==> src/rtl/midi_note_decoder_pkg.sv <==
// rtl/midi_note_decoder_pkg.sv - shared constants, FSM state and byte-class types for the MIDI note decoder
package synth_midi_pkg;

  localparam logic [3:0] NOTE_OFF = 4'h8;
  localparam logic [3:0] NOTE_ON  = 4'h9;
  localparam logic [3:0] CTRL     = 4'hB;
  localparam logic [3:0] PROG     = 4'hC;
  localparam logic [3:0] CHPRESS  = 4'hD;

  localparam logic [6:0] CC_ALL_NOTES_OFF = 7'd123;

  typedef enum logic [3:0] {
    WAIT_STATUS = 4'b0001,
    DATA1       = 4'b0010,
    DATA2       = 4'b0100,
    SYSEX       = 4'b1000
  } midi_state_e;

  typedef enum logic [1:0] {
    BYTE_DATA,
    BYTE_CHANNEL,
    BYTE_SYSTEM,
    BYTE_REALTIME
  } byte_class_e;

  // Program change and channel pressure carry one data byte; every other channel message carries two.
  function automatic logic [1:0] data_bytes(input logic [3:0] kind);
    return (kind == PROG || kind == CHPRESS) ? 2'd1 : 2'd2;
  endfunction

endpackage

==> src/rtl/midi_note_decoder_if.sv <==
// rtl/midi_note_decoder_if.sv - byte stream in, note events out, between UART, decoder and envelope generator
interface midi_note_decoder_if;

  logic [7:0] rx_data;
  logic       rx_valid;
  logic       rx_ready;
  logic       note_on;
  logic       note_off;
  logic [6:0] note;
  logic [6:0] velocity;
  logic       gate;
  logic       err;

  modport master (
    output rx_data, rx_valid,
    input  rx_ready, note_on, note_off, note, velocity, gate, err
  );

  modport slave (
    input  rx_data, rx_valid,
    output rx_ready, note_on, note_off, note, velocity, gate, err
  );

endinterface

==> src/rtl/midi_note_decoder_status_decode.sv <==
// rtl/midi_note_decoder_status_decode.sv - combinational classifier for one incoming MIDI byte
module midi_status_decode
  import synth_midi_pkg::*;
#(
  parameter int unsigned CHANNEL = 0,
  parameter bit          OMNI    = 1'b0
) (
  input  logic [7:0]  byte_i,
  output byte_class_e byte_class_o,
  output logic        eox_o,
  output logic [1:0]  data_count_o,
  output logic        ch_match_o
);

  localparam logic [3:0] CH = 4'(CHANNEL);

  always_comb begin
    byte_class_o = BYTE_DATA;
    if (byte_i[7]) begin
      if (byte_i[7:3] == 5'b11111) begin
        byte_class_o = BYTE_REALTIME;
      end else if (byte_i[7:4] == 4'hF) begin
        byte_class_o = BYTE_SYSTEM;
      end else begin
        byte_class_o = BYTE_CHANNEL;
      end
    end
  end

  // End-of-exclusive closes a sysex dump, so data after it has no running status again.
  assign eox_o        = (byte_i == 8'hF7);
  assign data_count_o = data_bytes(byte_i[7:4]);
  assign ch_match_o   = OMNI || (byte_i[3:0] == CH);

endmodule

==> src/rtl/midi_note_decoder.sv <==
// rtl/midi_note_decoder.sv - monophonic MIDI channel-voice parser producing note_on/note_off pulses and gate
module midi_note_decoder
  import synth_midi_pkg::*;
#(
  parameter int unsigned CHANNEL = 0,
  parameter bit          OMNI    = 1'b0
) (
  input  logic               clk,
  input  logic               rst_b,
  midi_note_decoder_if.slave midi_if
);

  byte_class_e byte_class;
  logic        byte_eox;
  logic [1:0]  byte_data_count;
  logic        byte_ch_match;

  midi_status_decode #(
    .CHANNEL(CHANNEL),
    .OMNI   (OMNI)
  ) u_status_decode (
    .byte_i      (midi_if.rx_data),
    .byte_class_o(byte_class),
    .eox_o       (byte_eox),
    .data_count_o(byte_data_count),
    .ch_match_o  (byte_ch_match)
  );

  midi_state_e state_q;
  logic [3:0]  rs_kind_q;
  logic        rs_skip_q;
  logic        rs_two_q;
  logic [6:0]  d1_q;
  logic        rx_ready_q;
  logic        note_on_q;
  logic        note_off_q;
  logic [6:0]  note_q;
  logic [6:0]  velocity_q;
  logic        gate_q;
  logic        err_q;

  logic       accept;
  logic       data_byte;
  logic       msg_done;
  logic [6:0] msg_d1;
  logic [6:0] msg_d2;
  logic       act_on;
  logic       act_off;
  logic       act_all_off;

  // A message completes on its last data byte; the running status lives only in DATA1/DATA2.
  always_comb begin
    accept    = midi_if.rx_valid && rx_ready_q;
    data_byte = (byte_class == BYTE_DATA);
    msg_done  = accept && data_byte &&
                ((state_q == DATA1 && !rs_two_q) || (state_q == DATA2));
    msg_d1    = (state_q == DATA2) ? d1_q : midi_if.rx_data[6:0];
    msg_d2    = (state_q == DATA2) ? midi_if.rx_data[6:0] : 7'd0;

    act_on      = msg_done && !rs_skip_q && rs_kind_q == NOTE_ON && msg_d2 != 7'd0;
    act_off     = msg_done && !rs_skip_q && gate_q && msg_d1 == note_q &&
                  (rs_kind_q == NOTE_OFF || (rs_kind_q == NOTE_ON && msg_d2 == 7'd0));
    act_all_off = msg_done && !rs_skip_q && gate_q &&
                  rs_kind_q == CTRL && msg_d1 == CC_ALL_NOTES_OFF;
  end

  always_ff @(posedge clk or negedge rst_b) begin
    if (!rst_b) begin
      state_q    <= WAIT_STATUS;
      rs_kind_q  <= 4'h0;
      rs_skip_q  <= 1'b0;
      rs_two_q   <= 1'b0;
      d1_q       <= 7'd0;
      rx_ready_q <= 1'b0;
      note_on_q  <= 1'b0;
      note_off_q <= 1'b0;
      note_q     <= 7'd0;
      velocity_q <= 7'd0;
      gate_q     <= 1'b0;
      err_q      <= 1'b0;
    end else begin
      rx_ready_q <= 1'b1;
      note_on_q  <= act_on;
      note_off_q <= act_off || act_all_off;
      err_q      <= accept && data_byte && state_q == WAIT_STATUS;

      if (act_on) begin
        note_q     <= msg_d1;
        velocity_q <= msg_d2;
        gate_q     <= 1'b1;
      end else if (act_off || act_all_off) begin
        gate_q <= 1'b0;
      end

      if (accept) begin
        case (byte_class)
          BYTE_CHANNEL: begin
            rs_kind_q <= midi_if.rx_data[7:4];
            rs_skip_q <= !byte_ch_match;
            rs_two_q  <= (byte_data_count == 2'd2);
            state_q   <= DATA1;
          end
          BYTE_SYSTEM: begin
            rs_skip_q <= 1'b0;
            state_q   <= byte_eox ? WAIT_STATUS : SYSEX;
          end
          BYTE_DATA: begin
            case (state_q)
              DATA1: begin
                d1_q    <= midi_if.rx_data[6:0];
                state_q <= rs_two_q ? DATA2 : DATA1;
              end
              DATA2:   state_q <= DATA1;
              default: state_q <= state_q;
            endcase
          end
          default: state_q <= state_q;
        endcase
      end
    end
  end

  assign midi_if.rx_ready = rx_ready_q;
  assign midi_if.note_on  = note_on_q;
  assign midi_if.note_off = note_off_q;
  assign midi_if.note     = note_q;
  assign midi_if.velocity = velocity_q;
  assign midi_if.gate     = gate_q;
  assign midi_if.err      = err_q;

endmodule

==> src/flat_wrapper.sv <==
// flat-port wrapper written by rule: the top's interface ports become plain ports
module midi_note_decoder_flat import synth_midi_pkg::*;
#(
  parameter int unsigned CHANNEL = 0,
  parameter bit          OMNI    = 1'b0
)
  (clk, rst_b, midi_if_rx_data, midi_if_rx_valid, midi_if_rx_ready, midi_if_note_on, midi_if_note_off, midi_if_note, midi_if_velocity, midi_if_gate, midi_if_err);
  midi_note_decoder_if midi_if_i ();
  input  logic clk;
  input  logic rst_b;
  input wire logic [$bits(midi_if_i.rx_data)-1:0] midi_if_rx_data;
  input wire logic [$bits(midi_if_i.rx_valid)-1:0] midi_if_rx_valid;
  output wire logic [$bits(midi_if_i.rx_ready)-1:0] midi_if_rx_ready;
  output wire logic [$bits(midi_if_i.note_on)-1:0] midi_if_note_on;
  output wire logic [$bits(midi_if_i.note_off)-1:0] midi_if_note_off;
  output wire logic [$bits(midi_if_i.note)-1:0] midi_if_note;
  output wire logic [$bits(midi_if_i.velocity)-1:0] midi_if_velocity;
  output wire logic [$bits(midi_if_i.gate)-1:0] midi_if_gate;
  output wire logic [$bits(midi_if_i.err)-1:0] midi_if_err;
  assign midi_if_i.rx_data = midi_if_rx_data;
  assign midi_if_i.rx_valid = midi_if_rx_valid;
  assign midi_if_rx_ready = midi_if_i.rx_ready;
  assign midi_if_note_on = midi_if_i.note_on;
  assign midi_if_note_off = midi_if_i.note_off;
  assign midi_if_note = midi_if_i.note;
  assign midi_if_velocity = midi_if_i.velocity;
  assign midi_if_gate = midi_if_i.gate;
  assign midi_if_err = midi_if_i.err;
  midi_note_decoder #(.CHANNEL(CHANNEL), .OMNI(OMNI)) u_core (.clk(clk), .rst_b(rst_b), .midi_if(midi_if_i));
endmodule
==> config.mk <==
export PLATFORM = sky130hd
export DESIGN_NAME = midi_note_decoder_flat
export DESIGN_NICKNAME = d
export VERILOG_FILES = /design/src/rtl/midi_note_decoder_pkg.sv /design/src/rtl/midi_note_decoder_if.sv /design/src/rtl/midi_note_decoder_status_decode.sv /design/src/rtl/midi_note_decoder.sv /design/src/flat_wrapper.sv
export SDC_FILE = /design/constraint.sdc
export NUM_CORES = 1
export LEC_CHECK = 0
export CORE_MARGIN = 2
export CORE_UTILIZATION = 33
export CTS_BUF_LIST = sky130_fd_sc_hd__clkbuf_4 sky130_fd_sc_hd__clkbuf_8 sky130_fd_sc_hd__clkbuf_16
export CTS_CLUSTER_DIAMETER = 120
export DETAILED_ROUTE_END_ITERATION = 12
export PLACE_DENSITY = 0.53
export SLEW_MARGIN = 15
export SYNTH_ARGS = -nofsm -noshare
export SYNTH_HDL_FRONTEND = slang
export SYNTH_SLANG_ARGS = --single-unit
==> constraint.sdc <==
create_clock -name clk -period 3 [get_ports clk]
set_input_delay 0.45 -clock clk [delete_from_list [all_inputs] [get_ports clk]]
set_output_delay 0.45 -clock clk [all_outputs]
set_load 0.03 [all_outputs]
# --- Word-level counts from Yosys, hierarchy flattened ---
# Cells that the tools add are included.
totals:
  ff_bits: 36
  output_inout_bits: 19
  elab_cells: 74
classes:
  eq_ne: 17
  mux: 13
  n_reduce_logical: 32
op_table:
  columns: ["operator", "count"]
  rows:
  - ["$eq 4x4->1 const B", 6]
  - ["$logic_and 1x1->1", 14]
  - ["$mux 7", 2]
  - ["$pmux 4 s3", 1]
  - ["$eq 8x8->1 const B", 1]
  - ["$mux 2", 4]
  - ["$pmux 4 s2", 1]
  - ["$eq 7x7->1", 1]
  - ["$eq 7x7->1 const B", 1]
  - ["$logic_not 7->1", 1]
  - ["$reduce_bool 7->1", 1]
  - ["$reduce_and 3->1", 2]
  - ["$eq 5x5->1 const B", 1]
  - ["$eq 2x2->1 const B", 2]
  - ["$eq 4x1->1 const B", 1]
  - ["$eq 4x2->1 const B", 1]
  - ["$eq 4x3->1 const B", 1]
  - ["$logic_not 4->1", 1]
  - ["$logic_or 1x1->1", 4]
  - ["$mux 4", 1]
  - ["$reduce_and 2->1", 2]
  - ["$reduce_bool 2->1", 2]
  - ["$logic_not 1->1", 3]
  - ["$mux 3", 1]
  - ["6 further kinds", 7]

# --- Longest topological paths before layout ---
logic_depth:
  word_depth: 14
  mapped_depth: 10
  ltp_nobuf: 9

# --- Cells and area by module ---
# Synthesis repeated with hierarchy kept, for this count alone.
unflattened:
  cells_unflattened: 202
  hier_area_um2: 1933.1
by_module_without_submodules:
  columns: ["module", "instances", "cells_each", "area_each_um2", "seq_area_each_um2"]
  rows:
  - ["midi_note_decoder", 1, 192, 1879.3, 902.1]
  - ["midi_status_decode", 1, 10, 53.8, 0.0]

# --- Worst setup path after synthesis ---
# Ideal clock, no wire load.
synth_timing:
  path_type: "in2reg"
  startpoint: "input port midi_if_rx_data[5]"
  endpoint: "register u_core.gate_q (netlist: u_core.midi_if.gate)"
  setup_ns: 0.120
  arrival_ns: 2.626
  required_time_ns: 2.880
  slack_ns: 0.254
  cell_stages: 10
  n_path_buf: 1
  path_cell_list: "clkbuf_1 -> nand4_1 -> o21ai_0 -> ha_1 -> and4b_1 -> o211ai_1 -> nor2_1 -> o21ai_0 -> or4_1 -> a31o_1"
synth_via:
  elab_chain_len: 13
synth_lines:
  columns: ["element", "line", "source"]
  rows:
  - ["from (decl)", "flat_wrapper.sv:11", "input wire logic [$bits(midi_if_i.rx_data)-1:0] midi_if_rx_data;"]
  - ["$eq 4x4->1", "midi_note_decoder_status_decode.sv:22", "end else if (byte_i[7:4] == 4'hF) begin"]
  - ["$mux 2", "midi_note_decoder_status_decode.sv:22", null]
  - ["$mux 2", "midi_note_decoder_status_decode.sv:20", "if (byte_i[7:3] == 5'b11111) begin"]
  - ["$mux 2", "midi_note_decoder_status_decode.sv:19", "if (byte_i[7]) begin"]
  - ["$logic_not 2->1", "midi_note_decoder.sv:54", "data_byte = (byte_class == BYTE_DATA);"]
  - ["$logic_and 1x1->1 (2 in a row)", "midi_note_decoder.sv:55", "msg_done = accept && data_byte &&"]
  - ["$logic_and 1x1->1", "midi_note_decoder.sv:60, midi_note_decoder.sv:61, midi_note_decoder.sv:63", null]
  - ["$logic_and 1x1->1", "midi_note_decoder.sv:61, midi_note_decoder.sv:63", null]
  - ["$logic_and 1x1->1, on equally long branches", "midi_note_decoder.sv:61, midi_note_decoder.sv:63", null]
  - ["$logic_and 1x1->1, on equally long branches", "midi_note_decoder.sv:61, midi_note_decoder.sv:64", null]
  - ["$logic_or 1x1->1", "midi_note_decoder.sv:91", "end else if (act_off || act_all_off) begin"]
  - ["$reduce_bool 2->1 (no source line)", null, null]
  - ["to (signal assigned)", "midi_note_decoder.sv:79", "gate_q <= 1'b0;"]
  - ["to (signal assigned)", "midi_note_decoder.sv:90", "gate_q <= 1'b1;"]
  - ["to (signal assigned)", "midi_note_decoder.sv:92", "gate_q <= 1'b0;"]
  - ["to (decl)", "midi_note_decoder.sv:39", "logic gate_q;"]
# Several ways; a longest one is shown, not always the timed one.
# A chain may end at the register's enable or synchronous reset.

# --- Worst setup path after layout ---
layout_timing:
  startpoint: "input port midi_if_rx_data[4]"
  endpoint: "register u_core.gate_q (netlist: u_core.midi_if.gate)"
# Same word-level chain as after synthesis.

==> impl_metrics.yaml <==
run_status:
  status: "finished clean"
timing:
  timing.final.crit_share_pct: 91.34
  max-slew-margin-rel_pct: 46.23
  max_freq_mhz: 365.0
  finalWorstSetupSlack_ns: 0.2599
  finalHoldViolCount: 0
  tightest_slew_ns: 0.8066
  fin_crit_ns: 2.740
  setup_viol: 0
  clock_skew_ns: 0.002774
  hold_slack_ns: 0.2521
  drv_slew: 0
  rsz0062_at_grt: "false"
power_and_ir_drop:
  switching_share_pct: 30.48
  pwr-share-comb_pct: 21.2
  ir_worst_vdd_mv: 0.2848
  p_leak_nw: 1.045
  clockPowerShare_pct: 29.2
  p_int_mw: 0.8959
  p_sw_mw: 0.3929
  p_seq_share_pct: 49.5
  pwr_density_cell_mw_per_mm2: 537.6
logic_synthesis:
  yosysSeqAreaShare_pct: 49.42
  yosysUniqueCellTypes: 47
  synth_compound_area_share_pct: 16.86
  synth_top_family_by_area: "simple AND/OR/NAND/NOR gates"
  synthSimpleGateAreaFrac_pct: 19.47
  netlist_area_mm2: 0.001826
  ys_seq_elements: 36
  synthXorXnorAreaFrac_pct: 1.439
  syn_area_per_cell_um2: 9.410
  syn_nets: 208
  synth_cells: 194
  async_flop_share_pct: 100.0
  synth_edf_count: 0
  synth_fa_ha_area_share_pct: 2.056
  yosys-mux-area-fraction_pct: 4.866
  ys.flop_type: "dfrtp_1"
  synth_warnings: 0
routing:
  vias: 1520
  postRouteAntennaNets: 0
  drtIter0Drc: 138
  route.detailed.drc: 0
  vias_per_cell: 4.935
  first_pass_iters: 4
  postRouteWirelength_um: 4514
  wl_per_cell_um: 14.66
placement:
  dpl.hpwl_um: 3257
  gp_congestion: 0.8262
  port-buffer-count: 29
  post-place-ws_ns: -0.06121
  placed_cell_area_mm2: 0.002300
global_routing:
  busiest_layer: "met2"
  grtUsageMet2_pct: 25.26
  use_met1_pct: 22.63
  use_met3_pct: 3.678
  grt_pass1_wl_um: 7852
  overflow: 0
  grt_pass1_vias: 1546
  grt_max_degree: 37
  antenna_found_initial: 0
  track_usage_pct: 16.34
critical_path:
  start_kind: "input port"
  worstPathArrival_ns: 2.92
  crit_type: "input port to flop"
  cp-end-kind: "flop"
  reg2reg_slack_ns: 0.50
  critPathRequiredTime_ns: 3.18
  cp_max_fo: 7
cts:
  htreeDepth: 2
  postCtsHoldBufs: 0
  clk_latency_ns: 0.29
  cts-resized-gates: 0
  cts_tree: "done"
  cts_root_buffer: "clkbuf_8"
  cts_num_sinks: 36
  cts_setup_buffers: 0
  cts.clk_slew.worst_paths_ns: 0.07
  clockBufferDepth: 2
  cts_made_buffers: 5
die:
  rows: 27
  ios: 30
  start_util_pct: 33.56
  die_y_um: 78.38
  core-area_mm2: 0.005439
  die_area_mm2: 0.006143
  dieWidth_um: 78.38
cells_and_area:
  multiInputGateArea_um2: 824.5
  layout_commonest_cell: "dfrtp_1"
  layout_common_cells: "35 x dfrtp_1, 28 x clkdlybuf4s50_1, 25 x nand2_1, 19 x o21ai_0, 18 x inv_1"
  final_core_util_pct: 44.08
  syn2layout_area_growth_pct: 31.32
  nNetsFinal: 249
  stdcell_area_mm2: 0.002397
  drive_gt1_share_pct: 15.68
  num_antenna_cells: 0
  register_area_um2: 902.1
  fill_cells: 525
job:
  maxCapViolCount: 0
hold_path:
  hold_path.class: "input port to asynchronous set/reset pin"
## sequential cells by signal (all words and copies together), names as in the netlist
name and flops:
u_core.midi_if.rx_ready 1, u_core.state_q 4, u_core.rs_skip_q 1, u_core.rs_kind_q 4, u_core.midi_if.gate 1, u_core.d1_q 7
u_core.midi_if.note_off 1, u_core.midi_if.note_on 1, u_core.midi_if.err 1, u_core.midi_if.note 7, u_core.midi_if.velocity 7, u_core.rs_two_q 1
## cells in the mapped netlist, drive strengths merged, types with 3 or more instances
master	number	area share, %
dfrtp	35	48
nand2	25	5.1
o21ai	19	5.2
inv	18	3.7
nor2	13	2.7
nand3	9	2.5
clkbuf	7	1.4
mux2	7	4.3
a21oi	5	1.4
a31oi	5	1.7
ha	3	2.1
o211ai	3	1.2
or4	3	1.2
## power groups by stage
stage	registers [mW]	logic, mW	clock network (mW)
after detailed placement	0.647	0.277	0
after global routing	0.651	0.311	0.405
after CTS	0.637	0.278	0.388
after global placement	0.645	0.276	0
after floorplan	0.626	0.182	0
final	0.639	0.274	0.376
## kinds of logic (layout without fill, tap and decap cells)
| group | Yosys count | in the layout |
|---|---|---|
| DFF | 36 | 36 |
| other | 1 | 1 |
| AOI/OAI and AO/OA | 47 | 47 |
| and+or+nand+nor | 69 | 69 |
| xor gates and xnor gates | 3 | 3 |
| buffers and inverters | 27 | 69 |
| muxes | 8 | 8 |
| adders and majority gates | 3 | 3 |
## metrics by stage
step | cells | power [mW] | setup TNS [ns]
2_1_floorplan | 194 | 0.8084 | 0
3_3_place_gp | 300 | 0.9206 | 0
3_5_place_dp | 300 | 0.9246 | -0.06121
4_1_cts | 308 | 1.303 | 0
5_1_grt | 308 | 1.367 | 0
6_report | 308 | 1.289 | 0
## layout make-up
type / instances / area share, %
Tap cell: 72 / 3.758
Timing Repair Buffer: 43 / 17.33
Inverter: 18 / 2.818
Sequential cell: 36 / 37.63
Multi-Input combinational cell: 131 / 34.39
Clock buffer: 8 / 4.071
## routing by layer
layer / up-vias / share of wire [%]
li1: 766 / -
met1: 724 / 49
met2: 26 / 46
met3: 4 / 2.8
met4: 0 / 1.5
met5: - / 0
## worst paths after layout
| kind | from | end | cells after the start |
|---|---|---|---|
| worst max-delay path | midi_if_rx_data[4] | u_core.midi_if.gate | 10 |
| worst min-delay path | rst_b | u_core.rs_skip_q | 1 |
| worst max register to register | u_core.state_q[1] | u_core.midi_if.gate | 5 |
| worst min register to register | u_core.rs_kind_q[0] | u_core.rs_kind_q[0] | 2 |
| max in group asynchronous | rst_b | u_core.midi_if.velocity[2] | 1 |
| min in group clk | u_core.rs_kind_q[0] | u_core.rs_kind_q[0] | 2 |
## critical path, cell delays in order
cell and delay (ns):
clkdlybuf4s50_1 0.60, nand4_1 0.15, o21ai_0 0.25, ha_1 0.21, and4b_1 0.22, o211ai_1 0.11
nor2_1 0.10, o21ai_0 0.08, or4_1 0.52, a31o_1 0.23
No activity file was read; power rests on OpenSTA's default activity.
